File: config.mk
export PLATFORM = sky130hd
export DESIGN_NAME = alu_muldiv_seq
export DESIGN_NICKNAME = d
export VERILOG_FILES = /design/src/rtl/alu_muldiv_seq.sv
export SDC_FILE = /design/constraint.sdc
export NUM_CORES = 1
export LEC_CHECK = 0
export BUFFER_PORTS_ARGS = -buffer_cell sky130_fd_sc_hd__clkbuf_2
export CAP_MARGIN = 0
export CORE_MARGIN = 2
export CORE_UTILIZATION = 61
export CTS_BUF_LIST = sky130_fd_sc_hd__clkbuf_8 sky130_fd_sc_hd__clkbuf_16
export DETAILED_ROUTE_END_ITERATION = 12
export PLACE_DENSITY = 0.93
export SETUP_SLACK_MARGIN = 0.15
export SYNTH_ARGS = -nofsm -noshare
export SYNTH_HDL_FRONTEND = slang
export SYNTH_SLANG_ARGS = --single-unit
File: constraint.sdc
create_clock -name clk -period 17.63 [get_ports clk]
set_clock_uncertainty 0.2 [all_clocks]
set_input_delay 1.763 -clock clk [delete_from_list [all_inputs] [get_ports clk]]
set_output_delay 1.763 -clock clk [all_outputs]
set_load 0.02 [all_outputs]
File: src/rtl/alu_muldiv_seq.sv
// Iterative MUL/DIV/REM engine: one result bit per clock, WIDTH iterations per operation.
// Shift-add multiply (LSB-first) and restoring divide (MSB-first) share one IDLE/RUN/DONE FSM.
module alu_muldiv_seq #(
  parameter int unsigned WIDTH = 64
) (
  input  logic             clk,
  input  logic             rst,
  input  logic             start,
  input  logic [4:0]       opcode,
  input  logic [WIDTH-1:0] a,
  input  logic [WIDTH-1:0] b,
  output logic             busy,
  output logic             done,
  output logic [WIDTH-1:0] y,
  output logic             err
);

  localparam int unsigned CW = (WIDTH > 1) ? $clog2(WIDTH) : 1;
  localparam logic [CW-1:0] LAST = CW'(WIDTH - 1);

  localparam logic [4:0] OP_MUL = 5'b01100;
  localparam logic [4:0] OP_DIV = 5'b10010;
  localparam logic [4:0] OP_REM = 5'b10100;

  typedef enum logic [1:0] {
    S_IDLE,
    S_RUN,
    S_DONE
  } state_t;

  state_t state, state_n;

  logic [CW-1:0]      cnt;
  logic [4:0]         op_r;
  logic [2*WIDTH-1:0] a_sh;
  logic [WIDTH-1:0]   b_r;
  logic [2*WIDTH-1:0] acc;
  logic [WIDTH-1:0]   rem;
  logic [WIDTH-1:0]   quo;

  logic               accept;
  logic               legal;
  logic [2*WIDTH-1:0] mul_sum;
  logic [WIDTH:0]     div_shift;
  logic [WIDTH+1:0]   div_diff;
  logic               div_ok;
  logic [WIDTH-1:0]   rem_n;
  logic [WIDTH-1:0]   quo_n;

  assign legal = (opcode == OP_MUL) || (opcode == OP_DIV) || (opcode == OP_REM);

  always_comb begin
    state_n = state;
    busy    = 1'b0;
    done    = 1'b0;
    accept  = 1'b0;
    case (state)
      S_IDLE: begin
        if (start) begin
          accept  = 1'b1;
          state_n = legal ? S_RUN : S_DONE;
        end
      end
      S_RUN: begin
        busy = 1'b1;
        if (cnt == LAST) state_n = S_DONE;
      end
      S_DONE: begin
        done = 1'b1;
        if (start) begin
          accept  = 1'b1;
          state_n = legal ? S_RUN : S_DONE;
        end else begin
          state_n = S_IDLE;
        end
      end
      default: state_n = S_IDLE;
    endcase
  end

  // Shift-add step: add the shifted multiplicand when the current multiplier LSB is set.
  always_comb begin
    mul_sum = acc + (b_r[0] ? a_sh : '0);
  end

  // Restoring divide step; a trial difference that fits in WIDTH bits means no restore.
  always_comb begin
    div_shift = {rem, quo[WIDTH-1]};
    div_diff  = {1'b0, div_shift} - {2'b00, b_r};
    div_ok    = (div_diff[WIDTH+1:WIDTH] == 2'b00);
    rem_n     = div_ok ? div_diff[WIDTH-1:0] : div_shift[WIDTH-1:0];
    quo_n     = {quo[WIDTH-2:0], div_ok};
  end

  always_ff @(posedge clk or posedge rst) begin
    if (rst) begin
      state <= S_IDLE;
    end else begin
      state <= state_n;
    end
  end

  always_ff @(posedge clk or posedge rst) begin
    if (rst) begin
      cnt  <= '0;
      op_r <= '0;
      a_sh <= '0;
      b_r  <= '0;
      acc  <= '0;
      rem  <= '0;
      quo  <= '0;
      y    <= '0;
      err  <= 1'b0;
    end else if (accept) begin
      cnt  <= '0;
      op_r <= opcode;
      a_sh <= {{WIDTH{1'b0}}, a};
      b_r  <= b;
      acc  <= '0;
      rem  <= '0;
      quo  <= a;
      if (!legal) begin
        y   <= '0;
        err <= 1'b1;
      end
    end else if (state == S_RUN) begin
      cnt <= cnt + 1'b1;
      if (op_r == OP_MUL) begin
        acc  <= mul_sum;
        a_sh <= a_sh << 1;
        b_r  <= b_r >> 1;
      end else begin
        rem <= rem_n;
        quo <= quo_n;
      end
      // Final iteration: publish the just-computed step directly so y lands on the DONE edge.
      if (cnt == LAST) begin
        err <= 1'b0;
        if (op_r == OP_MUL) begin
          y <= mul_sum[WIDTH-1:0];
        end else if (op_r == OP_DIV) begin
          y <= quo_n;
        end else begin
          y <= rem_n;
        end
      end
    end
  end

endmodule

==> flow_summary.ini, run 1 <==
[routing]
viasPerCell = 6.558
drt.antenna.violating_nets = 0
drt_iter0_drc = 3244
wire_per_inst_um = 21.24
drcViolationCount = 0
drt_pass1_iterations = 8
via_count = 24960
routed_wirelength_um = 80860

[sta]
whs_ps = 302.2
clock.fmax_mhz = 195.1
grt_setup_unrepaired = false
min_period_over_period_pct = 29.07
relSlewSlack_pct = 15.48
finalHoldViolations = 0
fin_setup_tns_ps = 0
setup_viol = 0
drv_slew = 0
fin_ws_ps = 12500
tightest_slew_ps = 1263
layout_min_cycle_time_ps = 5125

[place]
gp_congestion = 0.9766
dp_cells = 3725
hpwl_um = 55800
place_area_sq_mm = 0.02676
portBuffers = 202
pre_cts_ws_ps = 12100

[clock_tree]
h-tree-depth = 2
cts_root_buf = clkbuf_16
clockBufferDepth = 3
cts_tree = built
clk-insertion-delay-late_ps = 610
cts_buffers = 44
holdBufCountCts = 0
post_cts_buffers = 0
clk_pin_slew_ps = 60
cts.repair.resized = 0
clock-sinks = 398

[power]
leakagePower_nw = 13.29
p_switching_uw = 804.6
pwr-share-comb_pct = 18.7
p_seq_share_pct = 42.6
p_int_mw = 1.697
cellPowerDensity_mw_per_mm2 = 88.57
vdd_drop_max_v = 0.00007398
p_clk_share_pct = 38.7
switching_share_pct = 32.17

[finish]
design_area_sq_mm = 0.02824
fillers = 3363
final-instance-count-excl-fill = 3806
n_antenna_cell = 0
drive_gt1_share_pct = 10.01
layout.nets = 3498
syn_to_final_growth_pct = 10.25

[critical_path]
path_class = input port to flip-flop
worstPathRequired_ps = 17900
rr_worst_depth = 14
critPathMaxStageDelay_ps = 690
critical_path.max_fanout = 86
rr_endpoint = y[57]
critPathSlowestCell = clkinv_1
cp.arrival_ps = 5400
r2r_start = b_r[0]
start_kind = input port
r2r_slack_ps = 12620
cpMostUsedCell = buf_4
endpoint_kind = flip-flop
path_cells = clkbuf_2, nand2b_4, nor2_1, nor2_4, buf_4, clkinv_1, nand2_1, buf_4, o21ai_0, a21oi_1, o21ai_1

[grt]
grt_overflow = 0
antenna_found_initial = 0
grt_pass1_wl_um = 127900
grt_usage_pct = 36.81
grt_max_degree = 208
grt_pass1_vias = 23800

[yosys]
yosysWarningCount = 0
synth_ff_type = dfrtp_1
mappedNetlistNets = 3424
async_flop_share_pct = 100.0
ys_seq_area_share_pct = 38.88
synth-edff-count = 0
synth_cell_types = 78
synth_cells = 3158
syn_area_sq_mm = 0.02561
syn_area_per_cell_sq_um = 8.111
ys_seq_elements = 398

[min_path]
hold_path.class = flip-flop to flip-flop
hold_path.startpoint = acc[46]
holdPathStages = 2
worstHoldEndpoint = acc[46]

[die]
die_y_um = 208.9
core_area_sq_mm = 0.04167
start_util_pct = 61.47
die-area_sq_mm = 0.04364
rows = 75
top_level_ports = 203
die_w_um = 208.9

[status]
status = finished clean

[job]
drv_cap = 0
## worst max-delay path by stage
stage	cells after the start	slack, ps	end	from
after global routing	11	12270	y[46]	start
after global placement	11	12190	y[46]	start
after detailed placement	11	12100	y[46]	start
after CTS	11	12660	y[46]	start
final	11	12500	y[46]	start
after floorplan	1	4600	a_sh[0]	rst
## routing by layer
layer / up-vias / wire (um) / global-route usage, %
li1: 11370 / - / -
met1: 11790 / 30890 / 46.77
met2: 1470 / 36260 / 57.39
met3: 336 / 7726 / 7.619
met4: 0 / 5982 / 23.89
met5: - / 0 / 0
## metrics by stage
stage	power (mW)	utilization [%]
floorplan	1.380	-
global placement	1.515	64.23
detailed placement	1.528	64.23
CTS	2.481	67.78
global route	2.587	67.78
finish	2.501	67.78
## worst max-delay path, delay by kind of cell
kind                   cells  cell delay, ps
AOI/OAI and AO/OA          3             400
buffers and inverters      4            1860
and+or+nand+nor            4            1280
## cell type report
type | instances | area (sq um) | share of cell area (%)
Multi-Input combinational cell | 2458 | 14520 | 51.41
Sequential cell | 398 | 9960 | 35.27
Timing Repair Buffer | 224 | 1201 | 4.253
Clock buffer | 49 | 1170 | 4.143
Tap cell | 539 | 674.4 | 2.388
Inverter | 106 | 405.4 | 1.436
Clock inverter | 32 | 310.3 | 1.099
## synthesized netlist by cell type (4+ instances only)
| master | count | area [sq um] |
|---|---|---|
| nand2_1 | 596 | 2237 |
| dfrtp_1 | 398 | 9960 |
| nor2_1 | 263 | 987.2 |
| a21oi_1 | 208 | 1041 |
| clkbuf_1 | 172 | 645.6 |
| o21ai_0 | 171 | 855.8 |
| nand3_1 | 157 | 785.8 |
| a31oi_1 | 144 | 900.9 |
| ha_1 | 128 | 1602 |
| inv_1 | 104 | 390.4 |
| a22oi_1 | 77 | 578.1 |
| and2_1 | 74 | 462.9 |
| xnor2_1 | 67 | 586.8 |
| mux2i_1 | 60 | 600.6 |
| o21ai_1 | 56 | 280.3 |
| xor2_1 | 52 | 455.4 |
| a21o_1 | 48 | 360.4 |
| nand4_1 | 37 | 231.5 |
| o21bai_1 | 34 | 255.2 |
| o221ai_1 | 32 | 280.3 |
| nor3_1 | 24 | 120.1 |
| o211ai_1 | 22 | 165.2 |
| a211oi_1 | 20 | 150.1 |
| o21a_1 | 20 | 150.1 |
| o31ai_1 | 14 | 105.1 |
| buf_2 | 13 | 65.06 |
| a221oi_1 | 12 | 105.1 |
| and3_1 | 12 | 75.07 |
| a21boi_0 | 10 | 75.07 |
| nand2b_1 | 10 | 62.56 |
| nor2b_1 | 9 | 56.30 |
| or3_1 | 9 | 56.30 |
| a211o_1 | 6 | 52.55 |
| a222oi_1 | 6 | 60.06 |
| buf_6 | 6 | 67.56 |
| nor4_1 | 6 | 37.54 |
| mux2_1 | 5 | 56.30 |
| o22ai_1 | 5 | 31.28 |
| or4_1 | 5 | 37.54 |
| a2111oi_0 | 4 | 35.03 |
| buf_1 | 4 | 15.01 |
| o2111ai_1 | 4 | 35.03 |
| or2_2 | 4 | 25.02 |
## placed cells by master (no fill, tap or decap), types with 22 or more instances in the layout
cell       Yosys  layout
xor2_1        52      52
nand3_1      157     157
o21bai_1      34      34
o211ai_1      22      22
nand4_1       37      37
nand2_1      596     594
dfrtp_1      398     398
nor3_1        24      24
mux2i_1       60      60
and2_1        74      73
a21o_1        48      48
ha_1         128     128
clkbuf_2       0     202
a21oi_1      208     208
a31oi_1      144     144
a22oi_1       77      77
o21ai_0      171     171
inv_1        104     111
xnor2_1       67      67
o221ai_1      32      32
clkbuf_16      0      44
nor2_1       263     258
o21ai_1       56      56
## registers in the layout (all words and copies together) (netlist names)
signal	count
acc	64
state	2
op_r	5
rem	64
cnt	6
b_r	64
a_sh	64
err	1
quo	64
y	64
## kinds of logic after synthesis
group / Yosys count / share of synthesized area, %
simple gates: 1226 / 20.94
compound gates: 917 / 22.41
flops: 398 / 38.88
buf+inv: 302 / 4.680
fa+ha+maj: 130 / 6.409
xor+xnor: 119 / 4.069
mux: 66 / 2.609
## power groups by stage
stage / registers, mW / clock network [mW] / logic, mW
global placement: 1.07 / 0 / 0.442
detailed placement: 1.07 / 0 / 0.454
finish: 1.06 / 0.969 / 0.467
CTS: 1.06 / 0.961 / 0.459
floorplan: 1.05 / 0 / 0.330
global route: 1.07 / 1.00 / 0.514
Power figures use the tool's default switching activity.
==> run 2: changes to the inputs <==
--- a/config.mk
+++ b/config.mk
@@ -8,10 +8,10 @@
 export BUFFER_PORTS_ARGS = -buffer_cell sky130_fd_sc_hd__clkbuf_2
 export CAP_MARGIN = 0
 export CORE_MARGIN = 2
-export CORE_UTILIZATION = 61
+export CORE_UTILIZATION = 56
 export CTS_BUF_LIST = sky130_fd_sc_hd__clkbuf_8 sky130_fd_sc_hd__clkbuf_16
 export DETAILED_ROUTE_END_ITERATION = 12
-export PLACE_DENSITY = 0.93
+export PLACE_DENSITY = 0.9
 export SETUP_SLACK_MARGIN = 0.15
 export SYNTH_ARGS = -nofsm -noshare
 export SYNTH_HDL_FRONTEND = slang
==> constraint.sdc (replaced) <==
create_clock -name clk -period 4.28 [get_ports clk]
set_clock_uncertainty 0.2 [all_clocks]
set_input_delay 0.428 -clock clk [delete_from_list [all_inputs] [get_ports clk]]
set_output_delay 0.428 -clock clk [all_outputs]
set_load 0.02 [all_outputs]
==> run 2 against run 1 <==
Net effect:
- wire length rose by 9.2%
- combinational power increased to 4.6 times the previous value
- non-clock buffer count is 189 higher
- sequential power grew to 4.1 times the previous value
- cell area is 8.4% higher
- critical endpoint is now y[43]
- highest routed layer is now met5
==> flow_summary.ini, run 2 (same netlist as run 1, synthesis figures left out) <==
[status]
status = finished clean

[critical_path]
path_buf_inv = 3
critPathMaxStageDelay_ps = 600
cp.arrival_ps = 4410
critical_path.max_fanout = 20
path_class = flip-flop to flip-flop
path_cells = ha_1, nand4_1, or4_1, nor3_2, nand2b_1, a21o_1, and4_4, nor4_4, buf_4, buf_4, buf_12, mux2i_1, o221ai_1
endpoint_kind = flip-flop
crit_family = simple AND/OR/NAND/NOR gates
start_kind = flip-flop
worstPathRequired_ps = 4510
critPathSlowestCell = or4_1
cpMostUsedCell = buf_4

[clock_tree]
cts_tree = built
cts_buffers = 43
cts_root_buf = clkbuf_16
clk_pin_slew_ps = 60
clk-insertion-delay-late_ps = 600
clock-sinks = 398
h-tree-depth = 2
clockBufferDepth = 3

[routing]
viasPerCell = 6.470
wire_per_inst_um = 21.79
routed_wirelength_um = 88310
drt_pass1_iterations = 7
drt_iter0_drc = 3051
via_count = 26220
drcViolationCount = 0
drt.antenna.violating_nets = 0

[place]
pre_cts_ws_ps = -84.57
gp_congestion = 1.002
portBuffers = 202
hpwl_um = 58840

[die]
top_level_ports = 203
core_area_sq_mm = 0.04528
rows = 78
die-area_sq_mm = 0.04747
die_y_um = 217.9
start_util_pct = 56.56
die_w_um = 217.9

[power]
p_total_mw = 10.55
leakagePower_nw = 14.23
vdd_drop_max_v = 0.0004185
cellPowerDensity_mw_per_mm2 = 344.6

[sta]
relSlewSlack_pct = 19.49
finalHoldViolations = 0
setup_viol = 0
min_period_over_period_pct = 97.47
grt_setup_unrepaired = true
layout_min_cycle_time_ps = 4172
drv_slew = 0
fin_ws_ps = 108.5
tightest_slew_ps = 1208
fin_setup_tns_ps = 0
clock.fmax_mhz = 239.7

[job]
drv_cap = 0

[grt]
grt_usage_pct = 36.61
antenna_found_initial = 1
grt_max_degree = 208
grt_pass1_wl_um = 137400
grt_pass1_vias = 25700
grt_overflow = 0

[finish]
layout.nets = 3686
syn_to_final_growth_pct = 19.51
n_antenna_cell = 0
seq_area_sq_mm = 0.009961
fin_util_pct = 67.60
multi_input_area_sq_mm = 0.01483
drive_gt1_share_pct = 12.54
fillers = 3505
final_cell_mix = nand2_1, dfrtp_1, nor2_1, clkbuf_2, a21oi_1
final_common_cell = nand2_1

[min_path]
hold_path.class = input port to flip-flop
run 2: cell types whose count changed in the layout (fill, tap and decap cells not counted), moves of 4 or more:
| cell | previous run | this run |
|---|---|---|
| dlygate4sd3_1 | 0 | 133 |
| buf_4 | 20 | 60 |
| mux2i_1 | 60 | 43 |
| buf_12 | 2 | 12 |
| mux2i_4 | 0 | 10 |
| a21oi_1 | 208 | 200 |
| a21oi_2 | 1 | 9 |
| clkbuf_8 | 5 | 13 |
| ha_1 | 128 | 120 |
| ha_2 | 0 | 8 |
| mux2i_2 | 0 | 7 |
| clkinv_2 | 10 | 5 |
| clkbuf_16 | 44 | 48 |
run 2: tightest hold or removal path, stage by stage:
cell      delay, ps
clkbuf_2         70
nor2_1           80
a31oi_1         200
run 2: power by group:
| group | total, mW | internal (mW) | switching [mW] |
|---|---|---|---|
| combinational | 2.14 | 0.788 | 1.35 |
| clock | 4.02 | 2.37 | 1.65 |
| sequential | 4.39 | 4.06 | 0.330 |
| total | 10.5 | 7.22 | 3.33 |
run 2: repair_timing:
| item | 4_1_cts | 5_1_grt |
|---|---|---|
| hold buffers | 133 | 0 |
| buffers inserted | 3 | 7 |
| endpoints found under the hold margin | 216 | 0 |
| pin swaps | 0 | 4 |
| endpoints found under the setup margin | 56 | 88 |
| gates resized for setup | 13 | 65 |
| gates cloned | 0 | 3 |
run 2: worst paths after layout:
path	start	to	slack [ps]	cells after the start
worst min-delay path	b[0]	b_r[0]	50	3
worst max-delay path	rem[50]	y[43]	110	13
max in group asynchronous	rst	quo[22]	2380	4
worst max register to register	rem[50]	y[43]	110	13
min in group asynchronous	rst	b_r[52]	310	3
worst min register to register	cnt[5]	cnt[5]	310	1
run 2: cell type report:
| cell class | count | share of cell area, % |
|---|---|---|
| Clock inverter | 20 | 0.6663 |
| Inverter | 106 | 1.312 |
| Tap cell | 600 | 2.453 |
| Timing Repair Buffer | 413 | 10.33 |
| Clock buffer | 58 | 4.263 |
| Multi-Input combinational cell | 2458 | 48.43 |
| Sequential cell | 398 | 32.54 |
run 2: metrics by stage:
step | hold slack [ps] | cells | instance area (sq um)
after floorplan | 244.8 | 3158 | 25620
after global placement | 274.9 | 3829 | 27280
after detailed placement | 282.9 | 3829 | 27280
after CTS | 24.98 | 4043 | 30210
after global routing | 54.02 | 4053 | 30610
final | 50.06 | 4053 | 30610
run 2: routing by layer:
layer	GRT usage, %	part of all wire, %	vias to the layer above
met5	0.4167	0.048	-
met4	26.19	8.1	4
met3	7.531	9.7	411
met2	57.60	45	1691
met1	44.91	37	12380
li1	-	-	11730
